## src/rtl/score_display_pkg.sv

```systemverilog
// Shared constants, state enum and helpers for the score display.
// Segment patterns are active-low, bit0 = segment a.
`timescale 1ns/1ps
package score_disp_pkg;
  localparam int NUM_DIGITS = 4;
  localparam int BCD_BITS = 16;

  localparam logic [6:0] SEG_0 = 7'b1000000;
  localparam logic [6:0] SEG_1 = 7'b1111001;
  localparam logic [6:0] SEG_2 = 7'b0100100;
  localparam logic [6:0] SEG_3 = 7'b0110000;
  localparam logic [6:0] SEG_4 = 7'b0011001;
  localparam logic [6:0] SEG_5 = 7'b0010010;
  localparam logic [6:0] SEG_6 = 7'b0000010;
  localparam logic [6:0] SEG_7 = 7'b1111000;
  localparam logic [6:0] SEG_8 = 7'b0000000;
  localparam logic [6:0] SEG_9 = 7'b0010000;
  localparam logic [6:0] SEG_BLANK = 7'h7F;

  typedef enum logic [1:0] {
    IDLE,
    SHIFT,
    DONE
  } conv_state_e;

  function automatic logic [6:0] seg_of(
    input logic [3:0] n
  );
    logic [6:0] r;
    case (n)
      4'd0: r = SEG_0;
      4'd1: r = SEG_1;
      4'd2: r = SEG_2;
      4'd3: r = SEG_3;
      4'd4: r = SEG_4;
      4'd5: r = SEG_5;
      4'd6: r = SEG_6;
      4'd7: r = SEG_7;
      4'd8: r = SEG_8;
      4'd9: r = SEG_9;
      default: r = SEG_BLANK;
    endcase
    return r;
  endfunction

  // Double-dabble pre-shift correction: nibbles >= 5 get +3.
  function automatic logic [BCD_BITS-1:0] dd_adj(
    input logic [BCD_BITS-1:0] v
  );
    logic [BCD_BITS-1:0] r;
    r = v;
    for (int i = 0; i < NUM_DIGITS; i++) begin
      if (v[4*i +: 4] >= 4'd5)
        r[4*i +: 4] = v[4*i +: 4] + 4'd3;
    end
    return r;
  endfunction
endpackage

```

## src/rtl/score_display_if.sv

```systemverilog
// Display-side outputs of score_display, bundled for the consumer.
`timescale 1ns/1ps
interface score_display_if;
  import score_disp_pkg::*;

  logic [NUM_DIGITS-1:0] an;
  logic [6:0]            seg;
  logic                  dp;
  logic                  busy;
  logic [BCD_BITS-1:0]   bcd;

  modport master (
    output an, seg, dp, busy, bcd
  );

  modport slave (
    input an, seg, dp, busy, bcd
  );
endinterface

```

## src/rtl/score_display_bin2bcd_seq.sv

```systemverilog
// Sequential 14-bit binary to 4-digit BCD converter.
`timescale 1ns/1ps
module bin2bcd_seq
  import score_disp_pkg::*;
(
  input  logic                clk,
  input  logic                rst,
  input  logic                start_i,
  input  logic [13:0]         bin_i,
  output logic                busy_o,
  output logic                done_o,
  output logic [BCD_BITS-1:0] bcd_o
);
  localparam logic [3:0] LAST = 4'd13;

  conv_state_e         state_q, state_d;
  logic [3:0]          cnt_q, cnt_d;
  logic [13:0]         bin_q, bin_d;
  logic [BCD_BITS-1:0] acc_q, acc_d;
  logic [BCD_BITS-1:0] bcd_q, bcd_d;
  logic [BCD_BITS-1:0] adj;

  always_ff @(posedge clk or posedge rst) begin
    if (rst) begin
      state_q <= IDLE;
      cnt_q   <= '0;
      bin_q   <= '0;
      acc_q   <= '0;
      bcd_q   <= '0;
    end else begin
      state_q <= state_d;
      cnt_q   <= cnt_d;
      bin_q   <= bin_d;
      acc_q   <= acc_d;
      bcd_q   <= bcd_d;
    end
  end

  always_comb begin
    state_d = state_q;
    cnt_d   = cnt_q;
    bin_d   = bin_q;
    acc_d   = acc_q;
    bcd_d   = bcd_q;
    adj     = dd_adj(acc_q);
    unique case (state_q)
      IDLE: begin
        if (start_i) begin
          bin_d   = bin_i;
          acc_d   = '0;
          cnt_d   = '0;
          state_d = SHIFT;
        end
      end
      SHIFT: begin
        acc_d = {adj[BCD_BITS-2:0], bin_q[13]};
        bin_d = {bin_q[12:0], 1'b0};
        cnt_d = cnt_q + 4'd1;
        if (cnt_q == LAST)
          state_d = DONE;
      end
      DONE: begin
        bcd_d   = acc_q;
        state_d = IDLE;
      end
      default: state_d = IDLE;
    endcase
  end

  assign busy_o = (state_q != IDLE);
  assign done_o = (state_q == DONE);
  assign bcd_o  = bcd_q;
endmodule

```

## src/rtl/score_display.sv

```systemverilog
// Score synchroniser, BCD conversion and multiplexed 7-seg drive.
`timescale 1ns/1ps
module score_display
  import score_disp_pkg::*;
#(
  parameter int SCORE_W      = 15,
  parameter int DIGIT_CYCLES = 25000,
  parameter int MAX_DISP     = 9999
) (
  input  logic               dclk,
  input  logic               reset,
  input  logic [SCORE_W-1:0] score_in,
  score_display_if.master    disp
);
  localparam int CNT_W =
    (DIGIT_CYCLES > 1) ? $clog2(DIGIT_CYCLES) : 1;
  localparam logic [CNT_W-1:0] CNT_LAST =
    CNT_W'(DIGIT_CYCLES - 1);
  localparam logic [SCORE_W-1:0] MAX_S = SCORE_W'(MAX_DISP);

  logic [SCORE_W-1:0]  s1_q, s2_q, s3_q, last_q;
  logic                ovf_q, ovf_disp_q;
  logic [CNT_W-1:0]    scan_q;
  logic [1:0]          sel_q;
  logic [3:0]          an_q, an_d;
  logic [6:0]          seg_q, seg_d;
  logic                dp_q, dp_d;
  logic                start, busy_w, done_w;
  logic [13:0]         bin_w;
  logic [BCD_BITS-1:0] bcd_w;
  logic [3:0]          nib;
  logic                blank;

  // Only a value that held for two synchroniser stages is trusted.
  assign start = (s2_q == s3_q) && (s3_q != last_q) && !busy_w;
  assign bin_w = (s3_q > MAX_S) ? 14'(MAX_DISP) : 14'(s3_q);

  bin2bcd_seq u_conv (
    .clk     (dclk),
    .rst     (reset),
    .start_i (start),
    .bin_i   (bin_w),
    .busy_o  (busy_w),
    .done_o  (done_w),
    .bcd_o   (bcd_w)
  );

  always_ff @(posedge dclk or posedge reset) begin
    if (reset) begin
      s1_q       <= '0;
      s2_q       <= '0;
      s3_q       <= '0;
      last_q     <= '0;
      ovf_q      <= 1'b0;
      ovf_disp_q <= 1'b0;
      scan_q     <= '0;
      sel_q      <= '0;
      an_q       <= 4'hF;
      seg_q      <= SEG_BLANK;
      dp_q       <= 1'b1;
    end else begin
      s1_q <= score_in;
      s2_q <= s1_q;
      s3_q <= s2_q;
      if (start) begin
        last_q <= s3_q;
        ovf_q  <= (s3_q > MAX_S);
      end
      if (done_w)
        ovf_disp_q <= ovf_q;
      if (scan_q == CNT_LAST) begin
        scan_q <= '0;
        sel_q  <= sel_q + 2'd1;
      end else begin
        scan_q <= scan_q + CNT_W'(1);
      end
      an_q  <= an_d;
      seg_q <= seg_d;
      dp_q  <= dp_d;
    end
  end

  // A digit blanks when it and every digit left of it are zero.
  always_comb begin
    nib   = bcd_w[3:0];
    blank = 1'b0;
    unique case (sel_q)
      2'd0: begin
        nib   = bcd_w[3:0];
        blank = 1'b0;
      end
      2'd1: begin
        nib   = bcd_w[7:4];
        blank = (bcd_w[15:4] == '0);
      end
      2'd2: begin
        nib   = bcd_w[11:8];
        blank = (bcd_w[15:8] == '0);
      end
      2'd3: begin
        nib   = bcd_w[15:12];
        blank = (bcd_w[15:12] == '0);
      end
      default: ;
    endcase
    an_d  = ~(4'b0001 << sel_q);
    seg_d = blank ? SEG_BLANK : seg_of(nib);
    dp_d  = !((sel_q == 2'd3) && ovf_disp_q);
  end

  assign disp.an   = an_q;
  assign disp.seg  = seg_q;
  assign disp.dp   = dp_q;
  assign disp.busy = busy_w;
  assign disp.bcd  = bcd_w;
endmodule

```

## src/flat_wrapper.sv

```systemverilog
// flat-port wrapper written by rule: the top's interface ports become plain ports
module score_display_flat import score_disp_pkg::*;
#(
  parameter int SCORE_W      = 15,
  parameter int DIGIT_CYCLES = 25000,
  parameter int MAX_DISP     = 9999
)
  (dclk, reset, score_in, disp_an, disp_seg, disp_dp, disp_busy, disp_bcd);
  score_display_if disp_i ();
  input  logic dclk;
  input  logic reset;
  input  logic [SCORE_W-1:0] score_in;
  output wire logic [$bits(disp_i.an)-1:0] disp_an;
  output wire logic [$bits(disp_i.seg)-1:0] disp_seg;
  output wire logic [$bits(disp_i.dp)-1:0] disp_dp;
  output wire logic [$bits(disp_i.busy)-1:0] disp_busy;
  output wire logic [$bits(disp_i.bcd)-1:0] disp_bcd;
  assign disp_an = disp_i.an;
  assign disp_seg = disp_i.seg;
  assign disp_dp = disp_i.dp;
  assign disp_busy = disp_i.busy;
  assign disp_bcd = disp_i.bcd;
  score_display #(.SCORE_W(SCORE_W), .DIGIT_CYCLES(DIGIT_CYCLES), .MAX_DISP(MAX_DISP)) u_core (.dclk(dclk), .reset(reset), .score_in(score_in), .disp(disp_i));
endmodule
```

## config.mk

```make
export PLATFORM = sky130hd
export DESIGN_NAME = score_display_flat
export DESIGN_NICKNAME = d
export VERILOG_FILES = /design/src/rtl/score_display_pkg.sv /design/src/rtl/score_display_if.sv /design/src/rtl/score_display_bin2bcd_seq.sv /design/src/rtl/score_display.sv /design/src/flat_wrapper.sv
export SDC_FILE = /design/constraint.sdc
export NUM_CORES = 1
export LEC_CHECK = 0
export CORE_MARGIN = 2
export CORE_UTILIZATION = 35
export DETAILED_ROUTE_END_ITERATION = 8
export PLACE_DENSITY = 0.55
export SYNTH_ARGS = -nofsm -noshare
export SYNTH_HDL_FRONTEND = slang
export SYNTH_SLANG_ARGS = --single-unit
```

## constraint.sdc

```tcl
create_clock -name dclk -period 8.4 [get_ports dclk]
set_clock_uncertainty 0.1 [all_clocks]
set_input_delay 1.68 -clock dclk [delete_from_list [all_inputs] [get_ports dclk]]
set_output_delay 1.68 -clock dclk [all_outputs]
set_load 0.005 [all_outputs]
```

==> impl_metrics.ini <==
[routing]
via_count = 3868
drt.antenna.violating_nets = 0
first_iter_violations = 241
drt-total-wl_mm = 11.9
drc_errors = 0
first_pass_iters = 4
wire_per_inst_um = 14.9
via_per_inst = 4.84

[layout]
num-nets-final = 598
area_growth_pct = 19.8
diodes = 0
layout-drive-gt1-share_pct = 14.8

[power]
vdd_drop_max_mv = 0.153
p_per_area_nw_per_um2 = 200
p_leak_nw = 3.29

[clock_network]
post_cts_buffers = 0
cts_tree = built
ctsHoldBuffers = 0
htree_num_levels = 4
cts_buffer_depth = 2
path_clk_slew_ns = 0.06
cts_buffers = 17
ctsResizeCount = 0
cts_sinks = 143
clk_latency_ns = 0.42
cts-root-buf = clkbuf_16

[floorplanning]
io_pins = 46
core_um2 = 17200
start_util_pct = 35.6
core.rowCount = 48
die_w_um = 136
fp.dieArea_um2 = 18600
die_y_um = 136

[timing]
tns_ns = 0
hold_viol = 0
slew_headroom_pct = 30.0
max_freq_mhz = 301
setup_viol = 0
worst_slew_pin_slew_ns = 1.05
period_needed_ns = 3.32
setup_slack_ns = 5.08
min_period_over_period_pct = 39.5
drv_slew = 0
rsz0062_at_grt = false

[synth]
synth_flop_cell = dfrtp_1
yosys.area.top_type = dfrtp_1
yosysUniqueCellTypes = 50
synth_top_cell_area_share_pct = 53.4
syn-cell-area_um2 = 6130
async_flop_share_pct = 100
netlist_top_cells_area = dfrtp_1 53%, dfstp_2 5.1%, xor2_1 4.0%
synth_edf_count = 0
syn_area_per_cell_um2 = 11.9
synth_common_cells = 131 x dfrtp_1, 47 x nand2_1, 28 x inv_1, 28 x xor2_1, 26 x o21ai_0
syn_nets = 550
yosysMostFrequentCell = dfrtp_1
synth-seq-area-share_pct = 58.6
netlist_instances = 514
yosysWarnings = 0
synth-seq-cells = 143

[critical_path]
crit_slowest_cell = clkdlybuf4s50_1
critical_path.cell_chain = or2_1, clkdlybuf4s50_1
path_delay_family = buffers and inverters
critPathBufInv = 1
cp_slowest_stage_delay_ns = 0.46
startpoint_type = flop
critPathMaxFanout = 4
arrival_ns = 1.54
path_class = flop to primary output
critPathCaptureType = primary output
required_ns = 6.62

[global_route]
antenna_found_initial = 0
grt_start_max_net_pins = 83
first_global_vias = 4045
grt_overflow = 0
grtUsageTotal_pct = 14.0
grt_pass1_wl_mm = 20.1

[placement]
dp_hpwl_mm = 7.88
dpl_worst_slack_ns = 4.61
portBuffers = 45
gp_congestion = 0.779

[run_status]
status = completed

[flow_run]
drv_cap = 0

[worst_hold_path]
hp-class = flop to flop
flip-flops by register name, summed over array words and instances (netlist names):
register and count:
u_core.disp.an 4, u_core.disp.dp 1, u_core.disp.seg 7, u_core.last_q 15, u_core.ovf_disp_q 1, u_core.ovf_q 1
u_core.s1_q 15, u_core.s2_q 15, u_core.s3_q 15, u_core.scan_q 15, u_core.sel_q 2, u_core.u_conv.acc_q 16
u_core.u_conv.bcd_o 16, u_core.u_conv.bin_q 14, u_core.u_conv.cnt_q 4, u_core.u_conv.state_q 2
area by class of cell:
class,count,area (um2)
clock buffer,18,429
clock inverter,14,134
fill,1588,9890
inverter,28,110
multi-input combinational,325,2340
sequential,143,3590
tap,225,282
timing repair buffer,47,465
cells by family after synthesis:
family	Yosys count	synth area share, %
compound gates	86	9.24
buf+inv	46	3.37
xor+xnor	52	7.43
mux	29	5.67
simple gates	139	11.8
flops	143	58.6
fa+ha+maj	19	3.88
metrics by stage:
step           hold WS, ns  power, W  area (um2)  util (%)  instances
2_1_floorplan        0.231  0.000753        6130         -        514
6_report             0.247   0.00147        7350      42.6        800
5_1_grt              0.262   0.00153        7350      42.6        800
3_5_place_dp         0.235  0.000772        6790      39.4        768
3_3_place_gp         0.231  0.000770        6790      39.4        768
4_1_cts              0.250   0.00149        7350      42.6        800
path summary, 6_finish.rpt:
path                                          end  depth (start not counted)                startpoint  slack (ns)
setup / recovery                        disp_busy                          2  u_core.u_conv.state_q[1]        5.08
hold / removal                     u_core.s2_q[4]                          0            u_core.s1_q[4]        0.25
setup reg to reg                 u_core.last_q[5]                          5  u_core.u_conv.state_q[1]        5.67
hold reg to reg                    u_core.s2_q[4]                          0            u_core.s1_q[4]        0.25
max in group asynchronous  u_core.u_conv.bcd_o[8]                          3                     reset        5.16
min in group asynchronous         u_core.s2_q[11]                          2                     reset        1.59
power by group:
group / switching, W / internal (W)
Sequential: 0.0000132 / 0.000704
Clock: 0.000302 / 0.000411
Combinational: 0.0000213 / 0.0000196
layout by cell type (no fill, tap or decap), types with 2 or more instances in the layout:
master,n
xor2_1,28
a21oi_1,19
and3_1,8
o221a_2,6
mux2i_1,4
nand3_1,9
a211o_1,4
dfrtp_1,131
a222oi_1,4
xnor2_1,24
nor2_1,21
mux2_4,7
o211ai_1,2
o32ai_1,3
inv_1,27
dfstp_2,12
nor3_1,4
a21o_1,2
clkbuf_16,17
o22ai_1,11
clkdlybuf4s50_1,45
nand2_1,47
inv_6,5
mux2_2,18
a31oi_1,4
clkinvlp_4,2
ha_1,19
nand4_1,8
buf_4,2
clkinv_2,2
nor4_1,10
nand2b_1,11
o21ai_0,26
and2_1,6
nor4b_1,2
clkinv_4,5
per-layer routing:
layer	part of all wire [%]	track usage, %	routed length, um	up-vias
li1	-	-	-	1882
met3	2.8	3.91	332	16
met5	0	0	0	-
met2	47	21.7	5570	57
met1	49	18.4	5820	1913
met4	1.6	5.73	193	0
Note: power is estimated with default switching activity, not from simulation.
